## config.mk

```make
export PLATFORM = sky130hd
export DESIGN_NAME = fetch_stage
export DESIGN_NICKNAME = d
export VERILOG_FILES = /design/src/rtl/pipeline_pkg.sv /design/src/rtl/if_id_reg.sv /design/src/rtl/fetch_stage.sv
export SDC_FILE = /design/constraint.sdc
export NUM_CORES = 1
export LEC_CHECK = 0
export ABC_CLOCK_PERIOD_IN_PS = 3200
export CAP_MARGIN = 20
export CELL_PAD_IN_SITES_DETAIL_PLACEMENT = 1
export CELL_PAD_IN_SITES_GLOBAL_PLACEMENT = 1
export CORE_MARGIN = 1.5
export CORE_UTILIZATION = 35
export DETAILED_ROUTE_END_ITERATION = 8
export PLACE_DENSITY = 0.86
export SYNTH_ARGS = -nofsm -noshare
export SYNTH_HDL_FRONTEND = slang
export SYNTH_HIERARCHICAL = 1
export SYNTH_SLANG_ARGS = --single-unit
```

## constraint.sdc

```tcl
create_clock -name clk -period 3.2 [get_ports clk]
set_input_delay 0.64 -clock clk [delete_from_list [all_inputs] [get_ports clk]]
set_output_delay 0.64 -clock clk [all_outputs]
set_load 0.05 [all_outputs]
```

## src/rtl/pipeline_pkg.sv

```systemverilog
// Shared pipeline constants, fetch FSM encodings and the IF/ID payload type.
package pipeline_pkg;

    localparam int unsigned XLEN    = 32;
    localparam int unsigned PC_STEP = 4;

    localparam logic [XLEN-1:0] RESET_PC_DEFAULT  = 32'h0000_0000;
    localparam logic [XLEN-1:0] NOP_INSTR_DEFAULT = 32'h0000_0013;

    // Fetch FSM encodings
    localparam int unsigned STATE_W = 1;
    localparam logic [STATE_W-1:0] ST_RUN  = 1'b0;
    localparam logic [STATE_W-1:0] ST_HALT = 1'b1;

    // Contents of one IF/ID slot
    typedef struct packed {
        logic [XLEN-1:0] pc;
        logic [XLEN-1:0] pc4;
        logic [XLEN-1:0] instr;
        logic            valid;
    } if_id_t;

    // PC of the next sequential instruction, wrapping mod 2^XLEN
    function automatic logic [XLEN-1:0] pc_plus_step(input logic [XLEN-1:0] pc);
        return pc + XLEN'(PC_STEP);
    endfunction

endpackage

```

## src/rtl/if_id_reg.sv

```systemverilog
// IF/ID pipeline register: squash beats hold beats load.
module if_id_reg
    import pipeline_pkg::*;
#(
    parameter logic [31:0] NOP_INSTR = NOP_INSTR_DEFAULT
) (
    input  logic        clk,
    input  logic        reset,
    input  logic        hold,
    input  logic        squash,
    input  logic [31:0] pc,
    input  logic [31:0] pc4,
    input  logic [31:0] instr,
    input  logic        valid,
    output logic [31:0] q_pc,
    output logic [31:0] q_pc4,
    output logic [31:0] q_instr,
    output logic        q_valid
);

    if_id_t slot_q;
    if_id_t slot_d;

    // Squash keeps the PC fields and turns the slot into a bubble
    always_comb begin
        slot_d = slot_q;
        if (squash) begin
            slot_d.instr = NOP_INSTR;
            slot_d.valid = 1'b0;
        end else if (!hold) begin
            slot_d.pc    = pc;
            slot_d.pc4   = pc4;
            slot_d.instr = instr;
            slot_d.valid = valid;
        end
    end

    // Slot register with synchronous reset to an empty bubble
    always_ff @(posedge clk) begin
        if (reset) begin
            slot_q.pc    <= '0;
            slot_q.pc4   <= '0;
            slot_q.instr <= NOP_INSTR;
            slot_q.valid <= 1'b0;
        end else begin
            slot_q <= slot_d;
        end
    end

    assign q_pc    = slot_q.pc;
    assign q_pc4   = slot_q.pc4;
    assign q_instr = slot_q.instr;
    assign q_valid = slot_q.valid;

endmodule

```

## src/rtl/fetch_stage.sv

```systemverilog
// IF stage: PC register, next-PC selection, fetch fault FSM and fetch counter.
module fetch_stage
    import pipeline_pkg::*;
#(
    parameter logic [31:0] RESET_PC   = RESET_PC_DEFAULT,
    parameter int unsigned IMEM_DEPTH = 256,
    parameter logic [31:0] NOP_INSTR  = NOP_INSTR_DEFAULT
) (
    input  logic        clk,
    input  logic        reset,
    input  logic        stall,
    input  logic        redirect_valid,
    input  logic [31:0] redirect_pc,
    output logic [31:0] imem_addr,
    input  logic [31:0] imem_instr,
    output logic [31:0] if_id_pc,
    output logic [31:0] if_id_pc4,
    output logic [31:0] if_id_instr,
    output logic        if_id_valid,
    output logic        fetch_fault,
    output logic [31:0] fetch_count
);

    logic [31:0]        pc_q, pc_d;
    logic [STATE_W-1:0] state_q, state_d;
    logic               fault_q, fault_d;
    logic [31:0]        count_q, count_d;

    logic        bad_pc;
    logic        ifid_hold;
    logic        ifid_squash;
    logic [31:0] pc_next_seq;

    assign pc_next_seq = pc_plus_step(pc_q);

    // Misaligned or beyond the end of instruction memory
    assign bad_pc = (pc_q[1:0] != 2'b00) || (pc_q[31:2] >= 30'(IMEM_DEPTH));

    // Next-state: redirect > stall > fault > sequential fetch; HALT waits for a redirect
    always_comb begin
        pc_d        = pc_q;
        state_d     = state_q;
        fault_d     = fault_q;
        count_d     = count_q;
        ifid_hold   = 1'b0;
        ifid_squash = 1'b0;
        case (state_q)
            ST_RUN: begin
                if (redirect_valid) begin
                    pc_d        = redirect_pc;
                    ifid_squash = 1'b1;
                end else if (stall) begin
                    ifid_hold = 1'b1;
                end else if (bad_pc) begin
                    state_d     = ST_HALT;
                    fault_d     = 1'b1;
                    ifid_squash = 1'b1;
                end else begin
                    pc_d    = pc_next_seq;
                    count_d = (count_q == 32'hFFFF_FFFF) ? count_q : count_q + 32'd1;
                end
            end
            ST_HALT: begin
                ifid_squash = 1'b1;
                if (redirect_valid) begin
                    pc_d    = redirect_pc;
                    state_d = ST_RUN;
                    fault_d = 1'b0;
                end
            end
            default: begin
                state_d     = ST_RUN;
                ifid_squash = 1'b1;
            end
        endcase
    end

    // PC, FSM, fault and counter registers
    always_ff @(posedge clk) begin
        if (reset) begin
            pc_q    <= RESET_PC;
            state_q <= ST_RUN;
            fault_q <= 1'b0;
            count_q <= '0;
        end else begin
            pc_q    <= pc_d;
            state_q <= state_d;
            fault_q <= fault_d;
            count_q <= count_d;
        end
    end

    if_id_reg #(
        .NOP_INSTR (NOP_INSTR)
    ) u_if_id (
        .clk     (clk),
        .reset   (reset),
        .hold    (ifid_hold),
        .squash  (ifid_squash),
        .pc      (pc_q),
        .pc4     (pc_next_seq),
        .instr   (imem_instr),
        .valid   (1'b1),
        .q_pc    (if_id_pc),
        .q_pc4   (if_id_pc4),
        .q_instr (if_id_instr),
        .q_valid (if_id_valid)
    );

    assign imem_addr   = pc_q;
    assign fetch_fault = fault_q;
    assign fetch_count = count_q;

endmodule

```

== Yosys cells after proc, flatten, opt, wreduce, memory -nomap -nowiden ==
Cells that the tools add are included.

* Output and inout port bits: 162
* Register bits after elaboration: 163
* Logic and storage cells: 52

* Bitwise gates (word level): 7
* Mux-type cells: 20
* Add/subtract/negate cells: 2
* Magnitude comparators: 1
* Equal/unequal tests: 7
* Reductions and logical operators: 7

{| class="wikitable"
|+ Operators by type and width
! cell !! number
|-
| $mux W32 || 4
|-
| $pmux W32 S2 || 1
|-
| $add A32 B1 Y32 const B || 1
|-
| $add A32 B3 Y32 const B || 1
|-
| $eq A32 B32 Y1 const B || 1
|-
| $ge A30 B9 Y1 const B || 1
|-
| $mux W1 || 12
|-
| $ne A2 B2 Y1 const B || 4
|-
| $not A1 Y1 || 7
|-
| $ne A3 B3 Y1 const B || 2
|-
| $pmux W1 S2 || 3
|-
| $reduce_and A5 Y1 || 1
|-
| $reduce_and A4 Y1 || 1
|-
| $reduce_and A3 Y1 || 1
|-
| $reduce_and A2 Y1 || 1
|-
| $reduce_bool A2 Y1 || 1
|-
| $reduce_or A2 Y1 || 1
|-
| $logic_or A1 B1 Y1 || 1
|}

== Depth between registers and ports, before layout ==
* Depth after elaboration: 8
* Mapped depth: 10

== By module ==
Netlist, hierarchy kept.

{| class="wikitable"
|+ Modules (own cells, without submodules)
! module !! area each (µm²) !! cells an instance !! instances !! seq. area each (µm²)
|-
| if_id_reg || 3,844.9 || 398 || 1 || 1,941.9
|-
| fetch_stage || 3,771.1 || 454 || 1 || 1,321.3
|}

== Worst setup path after synthesis ==
OpenSTA, ideal clock, no wires.

* Path kind: register to register
* Start point: register pc_q[11], in the netlist imem_addr[11]
* End point: register u_if_id.slot_q, in the netlist u_if_id/q_pc4[31]
* Path slack: 0.502 ns
* Data arrival time: 2.628 ns
* Stages on the path, launching flop included: 9
* Data required time: 3.130 ns
* Path through: dfxtp_1 clkbuf_1 and4_1 and3_1 nand4_1 nor4_1 xor2_1 or3b_2 a21oi_1

* Elaborated cells between the ends (all ways): 9
* Classes of those cells: add/sub (1); order compare (1); mux (4); bitwise (1); reduce/logical (2)

{| class="wikitable"
|+ RTL lines
! element !! RTL line !! text
|-
| start, declared || fetch_stage.sv:24 || <nowiki>logic [31:0] pc_q, pc_d;</nowiki>
|-
| start signal, assigned || fetch_stage.sv:86 || <nowiki>pc_q <= pc_d;</nowiki>
|-
| $add A32 B3 Y32 || pipeline_pkg.sv:25 || <nowiki>return pc + XLEN'(PC_STEP);</nowiki>
|-
| named net pc_next_seq[31] || fetch_stage.sv:32 || <nowiki>logic [31:0] pc_next_seq;</nowiki>
|-
| end signal, assigned || if_id_reg.sv:46 || <nowiki>slot_q <= slot_d;</nowiki>
|-
| end, declared || if_id_reg.sv:21 || <nowiki>if_id_t slot_q;</nowiki>
|}

The timed path passes the listed nets, and every way through them passes these cells.
A chain may end at the register's enable or synchronous reset.

== Final worst setup path ==
* Start point: register pc_q[23], in the netlist imem_addr[23]
* End point: register count_q[11], in the netlist fetch_count[11]

* Cells in the longest elaborated chain, start to end: 4

{| class="wikitable"
|+ Ends and longest elaborated chain
! element !! RTL line !! text
|-
| $ge A30 B9 Y1 || fetch_stage.sv:37 || <nowiki>assign bad_pc = (pc_q[1:0] != 2'b00) || (pc_q[31:2] >= 30'(IMEM_DEPTH));</nowiki>
|-
| $logic_or A1 B1 Y1 || fetch_stage.sv:37 ||
|-
| $not A1 Y1 (no source line) || - ||
|-
| $reduce_and A5 Y1 (no source line) || - ||
|-
| end signal, assigned || fetch_stage.sv:89 || <nowiki>count_q <= count_d;</nowiki>
|-
| end, declared || fetch_stage.sv:27 || <nowiki>logic [31:0] count_q, count_d;</nowiki>
|}

Every way passes these cells.

==> results.cfg <==
[status]
outcome = finished, final reports clean

[floorplan]
rows = 53
core_area_um2 = 21200
die_area_um2 = 22700
die_h_um = 151
fp.dieW_um = 151
io_pins = 230
start_util_pct = 36.0

[routing]
wl_met1_um = 11500
first_pass_iters = 7
first_iter_violations = 359
vias_per_cell = 5.45
via_count = 7314
detail_route.wl_per_cell_um = 19.5
wl_um = 26100
wl_met2_um = 13200
met3_length_um = 1080
ant_nets = 0
top_layer = met4
drc = 0

[sta]
setup_viol = 0
skew_ns = 0.0103
worst_slew_pin_slew_ns = 0.744
min_period_ns = 2.72
slew_viol_final = 0
hold_violations = 0
finalSetupTns_ns = 0
grt_setup_unrepaired = no
max_slew_margin_pct = 50.0
fin_crit_sh_pct = 85.0
max_freq_mhz = 368

[synthesis]
syn_nets = 923
yosys.area.top_type = dfxtp_1
postSynthAreaPerCell_um2 = 8.94
yosys_most_used_dff = dfxtp_1
synthMostInstantiatedCell = dfxtp_1
async_flop_share_pct = 0
synth-edff-count = 0
netlist.area_leader.share_pct = 42.8
synth.cells.most_frequent = dfxtp_1, a21oi_1, nor2_1
yosysWarnings = 6
synth-seq-cells = 163
synth.distinct_cells = 53
synth_area_um2 = 7620
netlist_instances = 852
synth_area_leaders = dfxtp_1, mux2i_1, a21oi_1
yosysSeqAreaShare_pct = 42.8

[min_path]
hold_class = in -> reg

[global_route]
grt_max_degree = 86
gr-usage-all-layers_pct = 22.6
grt_remaining_overflow = 0
grt_pass1_wl_um = 39800
grt_pass1_vias = 7256
antenna_found_initial = 3

[cts]
cts_sinks = 163
ctsResizeCount = 0
numCtsBuffers = 17
path_clk_slew_ns = 0.07
clock_latency_ns = 0.42
root_buffer = clkbuf_16
holdBufCountCts = 0
cts_tree = done
cts_max_level = 4
cts.path.max_buffers = 2
cts_setup_buffers = 0

[finish]
nets = 1121
instances_no_fill = 1342
area_growth_pct = 40.5
fillers = 2402
drive_above_1_share_pct = 7.53

[setup_path]
crit_type = reg -> reg
start_kind = flop
path_max_fanout = 30
crit_required_ns = 3.53
arrival_ns = 3.05
crit_path_end_kind = flop

[run]
cap_violations = 0

[placed_design]
dp.cells = 1305
dpl.hpwl_um = 18100
io_buffer_count = 229
globalplace.congestion = 0.830

[pwr]
p_leak_nw = 3.68
cellPowerDensity_nw_per_um2 = 471
vdd_ir_drop_max_mv = 0.312
-- layout make-up --
cell class	count	area [µm²]	share of cell area, %
multi-input combinational	608	3940	36.8
tap	275	344	3.22
sequential	163	3260	30.5
timing repair buffer	250	2490	23.3
antenna	4	10.0	0.0936
clock buffer	19	443	4.14
inverter	10	37.5	0.351
clock inverter	13	173	1.61
-- critical path, cell delays in order, from the launching register on --
cell	delay [ns]
dfxtp_1	0.39
or4_1	0.69
nor4_4	0.32
nand2_2	0.39
or4_1	0.62
a21oi_1	0.20
-- kinds of logic after synthesis --
family / share of synthesized area [%]
other cells: 0.0492
mux: 7.98
fa+ha+maj: 0.493
flops: 42.8
simple gates: 24.8
compound gates: 14.9
buf+inv: 5.62
xor+xnor: 3.33
-- layout by cell type (no fill, tap or decap), types with 4 or more instances in the layout --
cell type / instances
or3b_2: 11
nand3_1: 30
or3b_1: 54
nand2_1: 23
mux2i_1: 57
and3_1: 9
buf_12: 4
o31ai_1: 22
buf_4: 17
o21ai_1: 7
dfxtp_1: 163
or4_1: 22
nor3_1: 13
a21oi_1: 95
nor2_1: 79
and2_1: 5
clkbuf_16: 17
nand4_1: 19
xnor2_1: 17
and4_1: 6
xor2_1: 12
o41ai_1: 4
o21ai_0: 66
or3_1: 7
clkdlybuf4s50_1: 227
diode_2: 4
inv_1: 9
nor4_1: 11
-- flip-flops by register name, summed over array words and instances, names as in the netlist --
signal and flops:
u_if_id/q_pc 32, state_q 1, fetch_count 32, u_if_id/q_instr 32, u_if_id/q_pc4 32, imem_addr 32
u_if_id/q_valid 1, fetch_fault 1
-- report_power, final --
group | switching (W) | leakage (nW) | internal (W) | total, W
logic | 0.000438 | 2.06 | 0.000285 | 0.000722
registers | 0.0000694 | 1.32 | 0.00209 | 0.00216
clock network | 0.000896 | 0.293 | 0.00126 | 0.00216
-- metrics by stage --
| step | total power, W | setup WS, ns | cell area (µm²) | hold slack (ns) | util [%] |
|---|---|---|---|---|---|
| 2_1_floorplan | 0.00263 | 0.502 | 7620 | 0.500 | - |
| 3_3_place_gp | 0.00290 | 0.463 | 10100 | 0.460 | 47.6 |
| 3_5_place_dp | 0.00292 | 0.352 | 10100 | 0.468 | 47.6 |
| 4_1_cts | 0.00509 | 0.482 | 10700 | 0.453 | 50.5 |
| 5_1_grt | 0.00521 | 0.367 | 10700 | 0.466 | 50.6 |
| 6_report | 0.00504 | 0.479 | 10700 | 0.471 | 50.6 |
-- path summary, 6_finish.rpt --
path | cells after the start | slack [ns] | from | endpoint
worst max register to register | 5 | 0.48 | imem_addr[23] | fetch_count[11]
worst max-delay path | 5 | 0.48 | imem_addr[23] | fetch_count[11]
worst min register to register | 2 | 0.48 | u_if_id/q_pc4[6] | u_if_id/q_pc4[6]
worst min-delay path | 2 | 0.47 | reset | fetch_count[20]
-- routing by layer --
metal | up-vias | track usage (%)
met5 | - | 0
met4 | 0 | 8.73
met3 | 24 | 3.06
met2 | 176 | 38.8
li1 | 3489 | -
met1 | 3625 | 28.6
Note: power is estimated with default switching activity, not from simulation.
